$ cat config.mk
export PLATFORM = sky130hd
export DESIGN_NAME = ecc_codeword_fifo_flat
export DESIGN_NICKNAME = d
export VERILOG_FILES = /design/src/rtl/ecc_pkg.sv /design/src/rtl/ecc_codeword_fifo_if.sv /design/src/rtl/ecc_fifo_mem.sv /design/src/rtl/ecc_codeword_fifo.sv /design/src/flat_wrapper.sv
export SDC_FILE = /design/constraint.sdc
export NUM_CORES = 1
export LEC_CHECK = 0
export CORE_ASPECT_RATIO = 2
export CORE_MARGIN = 1
export CORE_UTILIZATION = 53
export CTS_CLUSTER_DIAMETER = 120
export DETAILED_ROUTE_END_ITERATION = 8
export MAX_ROUTING_LAYER = met4
export PLACE_DENSITY_LB_ADDON = 0.08
export SYNTH_ARGS = -nofsm -noshare
export SYNTH_HDL_FRONTEND = slang
export SYNTH_SLANG_ARGS = --single-unit
$ cat constraint.sdc
create_clock -name clk -period 3.5 [get_ports clk]
set_clock_uncertainty 0.2 [all_clocks]
set_input_delay 0.7 -clock clk [delete_from_list [all_inputs] [get_ports clk]]
set_output_delay 0.7 -clock clk [all_outputs]
set_load 0.03 [all_outputs]
$ cat src/rtl/ecc_pkg.sv
// ecc_pkg: constants shared by the SECDED encoder, decoder and codeword FIFO.
//   ECC_BUS_W            : width of the codeword bus between the ECC blocks
//   ECC_N_* / ECC_K_*    : codeword / data widths for each supported data width
//   ECC_H12_PARITY_MASK  : parity bit positions of Hamming(12,8), zero-based
//   ECC_H12_DATA_MASK    : data bit positions of Hamming(12,8), zero-based
//   cw_zext()            : keep the low cw_width bits of a bus word, zero the rest
package ecc_pkg;

   localparam int ECC_BUS_W = 32;

   localparam int ECC_N_4  = 7;
   localparam int ECC_K_4  = 4;
   localparam int ECC_N_8  = 12;
   localparam int ECC_K_8  = 8;
   localparam int ECC_N_16 = 21;
   localparam int ECC_K_16 = 16;
   localparam int ECC_N_32 = 38;
   localparam int ECC_K_32 = 32;

   // Parity sits at the power-of-two 1-based positions 1, 2, 4, 8.
   localparam logic [11:0] ECC_H12_PARITY_MASK = 12'b0000_1000_1011;
   localparam logic [11:0] ECC_H12_DATA_MASK   = 12'b1111_0111_0100;

   function automatic logic [ECC_BUS_W-1:0] cw_zext(input logic [ECC_BUS_W-1:0] word,
                                                    input int cw_width);
      logic [ECC_BUS_W-1:0] res;
      res = '0;
      for (int i = 0; i < ECC_BUS_W; i++) begin
         if (i < cw_width) begin
            res[i] = word[i];
         end else begin
            res[i] = 1'b0;
         end
      end
      return res;
   endfunction

endpackage

$ cat src/rtl/ecc_codeword_fifo_if.sv
// ecc_codeword_fifo_if: codeword write strobe plus FWFT read handshake.
//   wr_valid, wr_codeword : encoder side, no backpressure
//   rd_ready              : consumer accepts head entry
//   rd_valid, rd_codeword : head entry presented to the decoder
// master = encoder/decoder side, slave = the FIFO.
interface ecc_codeword_fifo_if;
   import ecc_pkg::*;

   logic                 wr_valid;
   logic [ECC_BUS_W-1:0] wr_codeword;
   logic                 rd_ready;
   logic                 rd_valid;
   logic [ECC_BUS_W-1:0] rd_codeword;

   modport master (
      output wr_valid, wr_codeword, rd_ready,
      input  rd_valid, rd_codeword
   );

   modport slave (
      input  wr_valid, wr_codeword, rd_ready,
      output rd_valid, rd_codeword
   );

endinterface

$ cat src/rtl/ecc_fifo_mem.sv
// ecc_fifo_mem: DEPTH x CW_WIDTH storage, synchronous write, asynchronous read.
//   clk     : write clock
//   we_i    : write enable
//   waddr_i : write address
//   wdata_i : write data
//   raddr_i : read address
//   rdata_o : read data (combinational from the array)
// The array holds no reset; the top masks the output while empty.
module ecc_fifo_mem #(
   parameter int CW_WIDTH = 12,
   parameter int DEPTH    = 8,
   parameter int ADDR_W   = $clog2(DEPTH)
) (
   input  logic                clk,
   input  logic                we_i,
   input  logic [ADDR_W-1:0]   waddr_i,
   input  logic [CW_WIDTH-1:0] wdata_i,
   input  logic [ADDR_W-1:0]   raddr_i,
   output logic [CW_WIDTH-1:0] rdata_o
);

   logic [CW_WIDTH-1:0] mem_q [DEPTH];

   // Write port: store the accepted codeword.
   always_ff @(posedge clk) begin
      if (we_i) begin
         mem_q[waddr_i] <= wdata_i;
      end
   end

   assign rdata_o = mem_q[raddr_i];

endmodule

$ cat src/rtl/ecc_codeword_fifo.sv
// ecc_codeword_fifo: elastic FWFT buffer between the SECDED encoder and decoder.
//   clk, rst_n   : clock, asynchronous active-low reset
//   bus          : write strobe / read handshake (slave modport)
//   count        : entries held, 0..DEPTH
//   full, empty  : registered occupancy flags
//   overflow     : sticky, a write was dropped
//   drop_cnt     : dropped writes, saturating at 255
//   clr_overflow : clears overflow and drop_cnt (a same-cycle drop wins)
//   inj_arm, inj_mask, inj_pending : fault injection, only with ECC_FAULT_INJECT_EN
// Optional feature macro: ECC_FAULT_INJECT_EN (one-shot XOR corruption of the
// delivered head codeword; stored data is never modified).
module ecc_codeword_fifo
   import ecc_pkg::*;
#(
   parameter  int CW_WIDTH = 12,
   parameter  int DEPTH    = 8,
   localparam int ADDR_W   = $clog2(DEPTH)
) (
   input  logic              clk,
   input  logic              rst_n,
   ecc_codeword_fifo_if.slave bus,
   output logic [ADDR_W:0]   count,
   output logic              full,
   output logic              empty,
   output logic              overflow,
   output logic [7:0]        drop_cnt,
   input  logic              clr_overflow
`ifdef ECC_FAULT_INJECT_EN
   ,
   input  logic                 inj_arm,
   input  logic [ECC_BUS_W-1:0] inj_mask,
   output logic                 inj_pending
`endif
);

   localparam logic [ADDR_W-1:0] PTR_ONE  = ADDR_W'(1);
   localparam logic [ADDR_W:0]   CNT_ONE  = (ADDR_W+1)'(1);
   localparam logic [ADDR_W:0]   CNT_FULL = (ADDR_W+1)'(DEPTH);

   logic [ADDR_W-1:0]   wr_ptr_q, wr_ptr_d;
   logic [ADDR_W-1:0]   rd_ptr_q, rd_ptr_d;
   logic [ADDR_W:0]     count_q, count_d;
   logic                full_q, full_d;
   logic                empty_q, empty_d;
   logic                overflow_q, overflow_d;
   logic [7:0]          drop_cnt_q, drop_cnt_d;
   logic                push_s, pop_s, drop_s;
   logic [CW_WIDTH-1:0] rdata_s;
   logic [CW_WIDTH-1:0] head_s;
   logic [ECC_BUS_W-1:0] rd_cw_s;
   logic [ECC_BUS_W-1:0] wr_unused_s;

   // Only the low CW_WIDTH bits are stored.
   assign wr_unused_s = bus.wr_codeword;

   assign pop_s  = !empty_q && bus.rd_ready;
   // A full FIFO still takes a write when the head leaves in the same cycle.
   assign push_s = bus.wr_valid && (!full_q || pop_s);
   assign drop_s = bus.wr_valid && !push_s;

   ecc_fifo_mem #(
      .CW_WIDTH (CW_WIDTH),
      .DEPTH    (DEPTH),
      .ADDR_W   (ADDR_W)
   ) u_mem (
      .clk     (clk),
      .we_i    (push_s),
      .waddr_i (wr_ptr_q),
      .wdata_i (bus.wr_codeword[CW_WIDTH-1:0]),
      .raddr_i (rd_ptr_q),
      .rdata_o (rdata_s)
   );

   // Next-state for pointers, occupancy and drop bookkeeping.
   always_comb begin
      wr_ptr_d   = wr_ptr_q;
      rd_ptr_d   = rd_ptr_q;
      count_d    = count_q;
      overflow_d = overflow_q;
      drop_cnt_d = drop_cnt_q;
      if (push_s) begin
         wr_ptr_d = wr_ptr_q + PTR_ONE;
      end else begin
         wr_ptr_d = wr_ptr_q;
      end
      if (pop_s) begin
         rd_ptr_d = rd_ptr_q + PTR_ONE;
      end else begin
         rd_ptr_d = rd_ptr_q;
      end
      case ({push_s, pop_s})
         2'b10:   count_d = count_q + CNT_ONE;
         2'b01:   count_d = count_q - CNT_ONE;
         default: count_d = count_q;
      endcase
      // Clear and drop in the same cycle leave exactly one recorded drop.
      if (clr_overflow) begin
         overflow_d = drop_s;
         drop_cnt_d = drop_s ? 8'd1 : 8'd0;
      end else if (drop_s) begin
         overflow_d = 1'b1;
         drop_cnt_d = (drop_cnt_q == 8'hFF) ? 8'hFF : drop_cnt_q + 8'd1;
      end else begin
         overflow_d = overflow_q;
         drop_cnt_d = drop_cnt_q;
      end
      full_d  = (count_d == CNT_FULL);
      empty_d = (count_d == '0);
   end

   // State registers for pointers, occupancy and drop bookkeeping.
   always_ff @(posedge clk or negedge rst_n) begin
      if (!rst_n) begin
         wr_ptr_q   <= '0;
         rd_ptr_q   <= '0;
         count_q    <= '0;
         full_q     <= 1'b0;
         empty_q    <= 1'b1;
         overflow_q <= 1'b0;
         drop_cnt_q <= 8'd0;
      end else begin
         wr_ptr_q   <= wr_ptr_d;
         rd_ptr_q   <= rd_ptr_d;
         count_q    <= count_d;
         full_q     <= full_d;
         empty_q    <= empty_d;
         overflow_q <= overflow_d;
         drop_cnt_q <= drop_cnt_d;
      end
   end

`ifdef ECC_FAULT_INJECT_EN
   logic [CW_WIDTH-1:0]  inj_mask_q;
   logic                 inj_pending_q;
   logic [ECC_BUS_W-1:0] inj_unused_s;

   assign inj_unused_s = inj_mask;

   // One-shot injection: a pop consumes the pending fault, a new arm wins.
   always_ff @(posedge clk or negedge rst_n) begin
      if (!rst_n) begin
         inj_mask_q    <= '0;
         inj_pending_q <= 1'b0;
      end else if (inj_arm) begin
         inj_mask_q    <= inj_mask[CW_WIDTH-1:0];
         inj_pending_q <= 1'b1;
      end else if (pop_s) begin
         inj_pending_q <= 1'b0;
      end
   end

   assign inj_pending = inj_pending_q;

   // Corrupt the delivered head only; the array keeps the clean word.
   always_comb begin
      head_s = rdata_s;
      if (inj_pending_q) begin
         head_s = rdata_s ^ inj_mask_q;
      end else begin
         head_s = rdata_s;
      end
   end
`else
   assign head_s = rdata_s;
`endif

   // Zero-extend the head and force zero while nothing is held.
   always_comb begin
      rd_cw_s = '0;
      if (!empty_q) begin
         rd_cw_s = cw_zext(ECC_BUS_W'(head_s), CW_WIDTH);
      end else begin
         rd_cw_s = '0;
      end
   end

   assign bus.rd_codeword = rd_cw_s;
   assign bus.rd_valid    = !empty_q;
   assign count           = count_q;
   assign full            = full_q;
   assign empty           = empty_q;
   assign overflow        = overflow_q;
   assign drop_cnt        = drop_cnt_q;

endmodule

$ cat src/flat_wrapper.sv
// flat-port wrapper written by rule: the top's interface ports become plain ports
module ecc_codeword_fifo_flat import ecc_pkg::*;
#(
   parameter  int CW_WIDTH = 12,
   parameter  int DEPTH    = 8,
   localparam int ADDR_W   = $clog2(DEPTH)
)
  (clk, rst_n, count, full, empty, overflow, drop_cnt, clr_overflow, bus_wr_valid, bus_wr_codeword, bus_rd_ready, bus_rd_valid, bus_rd_codeword);
  ecc_codeword_fifo_if bus_i ();
  input  logic clk;
  input  logic rst_n;
  output logic [ADDR_W:0] count;
  output logic full;
  output logic empty;
  output logic overflow;
  output logic [7:0] drop_cnt;
  input  logic clr_overflow;
  input wire logic [$bits(bus_i.wr_valid)-1:0] bus_wr_valid;
  input wire logic [$bits(bus_i.wr_codeword)-1:0] bus_wr_codeword;
  input wire logic [$bits(bus_i.rd_ready)-1:0] bus_rd_ready;
  output wire logic [$bits(bus_i.rd_valid)-1:0] bus_rd_valid;
  output wire logic [$bits(bus_i.rd_codeword)-1:0] bus_rd_codeword;
  assign bus_i.wr_valid = bus_wr_valid;
  assign bus_i.wr_codeword = bus_wr_codeword;
  assign bus_i.rd_ready = bus_rd_ready;
  assign bus_rd_valid = bus_i.rd_valid;
  assign bus_rd_codeword = bus_i.rd_codeword;
  ecc_codeword_fifo #(.CW_WIDTH(CW_WIDTH), .DEPTH(DEPTH)) u_core (.clk(clk), .rst_n(rst_n), .bus(bus_i), .count(count), .full(full), .empty(empty), .overflow(overflow), .drop_cnt(drop_cnt), .clr_overflow(clr_overflow));
endmodule
==> results.cfg <==
[timing]
slew_violations = 0
fin_crit_ps = 3370
worst_pin_slew_ps = 1010
clock.fmax_mhz = 297
setup-tns-final_ps = 0
setup_viol = 0
rsz0062_at_grt = no
fin_ws_ps = 133
hold_viol_final = 0
hold-worst-slack_ps = 298
fin_crit_sh_pct = 96.2
relSlewSlack_pct = 32.2

[clocking]
cts_setup_buffers = 0
post_cts_resized = 0
clkLatencyLatePin_ps = 410
cts_buffers = 17
htreeDepth = 4
root_buffer = clkbuf_16
max-clock-path-buffers = 2
tritoncts = done
clock_sinks = 117
clkTransAtPathRegs_ps = 50
holdBufCountCts = 0

[min_path]
hp-start = u_core.rd_ptr_q[2]
hold_depth = 1
hp-class = register to register
hold_path_end = u_core.rd_ptr_q[2]

[final_layout]
fin_cells = 484
finalInstanceArea_um2 = 6180
drive_gt1_share_pct = 22.3
nets = 412
seqCellArea_um2 = 3410
area_growth_pct = 23.7
diodes = 0
nFillCells = 636
fin_util_pct = 68.2
multi_input_area_um2 = 1440

[critical_path]
start_kind = register
r2r_slack_ps = 840
r2r_end = u_core.full
path_class = register to output port
cp_max_fo = 24
worstReg2RegStart = u_core.empty
cp.arrival_ps = 2470
critPathRequiredTime_ps = 2600
cp-end-kind = output port
ff2ff_path_depth = 9

[route]
first_pass_iters = 7
wire_per_inst_um = 19.6
num_vias = 2748
drtAntennaViolNets = 0
vias_per_cell = 5.68
drc_errors = 3
drt_first_iter_violations = 196
wl_mm = 9.47

[global_route]
antenna_found_initial = 0
grt_max_degree = 27
grt_pass1_vias = 2859
grt_pass1_wl_mm = 15.2
grt_overflow_total = 0
track_usage_pct = 22.3

[synth]
synthFlopType = edfxtp_1
yosysWarnings = 0
synth_top_cell_by_area = edfxtp_1
synthArstFlopShare_pct = 17.9
ys_top_cells_by_area = edfxtp_1 (58%), mux4_2 (11%), dfrtp_1 (10%), buf_4 (3.0%), mux2i_1 (2.4%)
synth_seq_cells = 117
yosysMostFrequentCell = edfxtp_1
synth_cells = 300
yosysSeqAreaShare_pct = 68.2
synth_edf_count = 96
synth_common_cells = edfxtp_1 (96), mux4_2 (24), nor2_1 (22), buf_4 (20), dfrtp_1 (20)
yosys.cell_types.count = 43
synthesis.area_um2 = 5000
syn_avg_cell_area_um2 = 16.7
synth_top_area_share_pct = 57.7

[power_and_ir_drop]
p_switching_mw = 1.85
p_seq_share_pct = 33.4
combPwrFrac_pct = 36.1
fin_total_pwr_mw = 5.72
power.internal_mw = 3.87
vdd_drop_max_v = 0.000825
power.density_nw_per_um2 = 925
p_sw_share_pct = 32.4
clkPwrFrac_pct = 30.5
p_leak_nw = 2.26

[outcome]
violations = design-rule violations
status = finished, violations left

[place]
dpl.hpwl_mm = 6.11
dp_cells = 452
place_area_um2 = 5590
io_buffer_count = 44
gp_congestion = 0.708
pre_cts_ws_ps = 98.8

[floorplan]
dieArea_um2 = 9850
start_util_pct = 55.1
die_w_um = 70.7
die_h_um = 139
rows = 49
io_pins = 85
coreArea_um2 = 9070

[flow_run]
maxCapViolCount = 0
[sequential cells by signal, indices dropped and copies added (netlist names)]
name and count:
u_core.drop_cnt 8, u_core.count 4, u_core.wr_ptr_q 3, u_core.rd_ptr_q 3
u_core.empty 1, u_core.full 1, u_core.overflow 1, u_core.u_mem.mem_q 96
[power by group through the flow]
stage / clock [mW] / sequential [mW] / combinational [mW]
floorplan: 0 / 1.98 / 1.36
global placement: 0 / 1.92 / 2.08
detailed placement: 0 / 1.94 / 2.10
CTS: 1.77 / 1.91 / 2.11
global route: 1.83 / 1.94 / 2.21
finish: 1.75 / 1.91 / 2.07
[logic make-up (layout without fill, tap and decap cells)]
logic type	after synthesis	after routing	share of synthesized area (%)
AO/OA/AOI/OAI	21	21	3.15
XOR/XNOR	8	8	1.40
adder cells (fa/ha/maj)	6	6	1.50
buffers and inverters	38	101	4.91
flip-flops	117	117	68.2
multiplexers	38	38	13.7
other	1	20	0.0750
AND/OR/NAND/NOR	71	71	7.08
[layout make-up]
class,count,area share [%]
inverters,7,0.425
multi-input cells,164,23.3
well taps,102,2.06
clock inverters,12,2.59
flip-flops and latches,117,55.1
repair buffers,62,9.43
clock buffers,20,7.06
[cell usage in the layout, fill, tap and decap left out, drive strengths merged, types with 3 or more instances in the layout]
cell type / synthesis / layout
dfrtp: 20 / 20
nand3: 4 / 4
mux2i: 12 / 12
mux4: 24 / 24
buf: 28 / 21
a21oi: 4 / 4
nor2: 22 / 22
or2: 3 / 3
clkdlybuf4s50: 0 / 40
xnor2: 6 / 6
inv: 7 / 7
a211oi: 6 / 6
nor3: 12 / 12
and3: 3 / 3
conb: 1 / 20
clkbuf: 3 / 20
nand2: 13 / 13
nand2b: 5 / 5
o21ai: 4 / 4
bufinv: 0 / 4
ha: 6 / 6
clkinv: 0 / 7
edfxtp: 96 / 96
[per-layer routing]
| layer | track usage (%) | vias to the layer above | share of wire (%) |
|---|---|---|---|
| li1 | - | 1255 | - |
| met2 | 40.0 | 81 | 58 |
| met3 | 4.85 | 15 | 4.3 |
| met4 | 10.4 | 0 | 1.9 |
| met5 | - | - | 0 |
| met1 | 22.6 | 1397 | 35 |
[worst max-delay path: stages (launching register included)]
cell and delay (ps):
dfrtp_1 450, buf_12 270, mux4_2 540, mux2i_1 160
nor2_1 50, clkdlybuf4s50_1 590
[worst max path at each step]
stage,startpoint,slack (ps),endpoint,cells past startpoint
after floorplan,bus_rd_ready,550,u_core.u_mem.mem_q[0][0],4
after global placement,bus_rd_ready,120,u_core.empty,10
after detailed placement,bus_rd_ready,100,u_core.full,10
after CTS,u_core.rd_ptr_q[0],70,bus_rd_codeword[0],5
after global routing,u_core.rd_ptr_q[0],20,bus_rd_codeword[1],5
final,u_core.rd_ptr_q[0],130,bus_rd_codeword[1],5
Power figures use the tool's default switching activity.
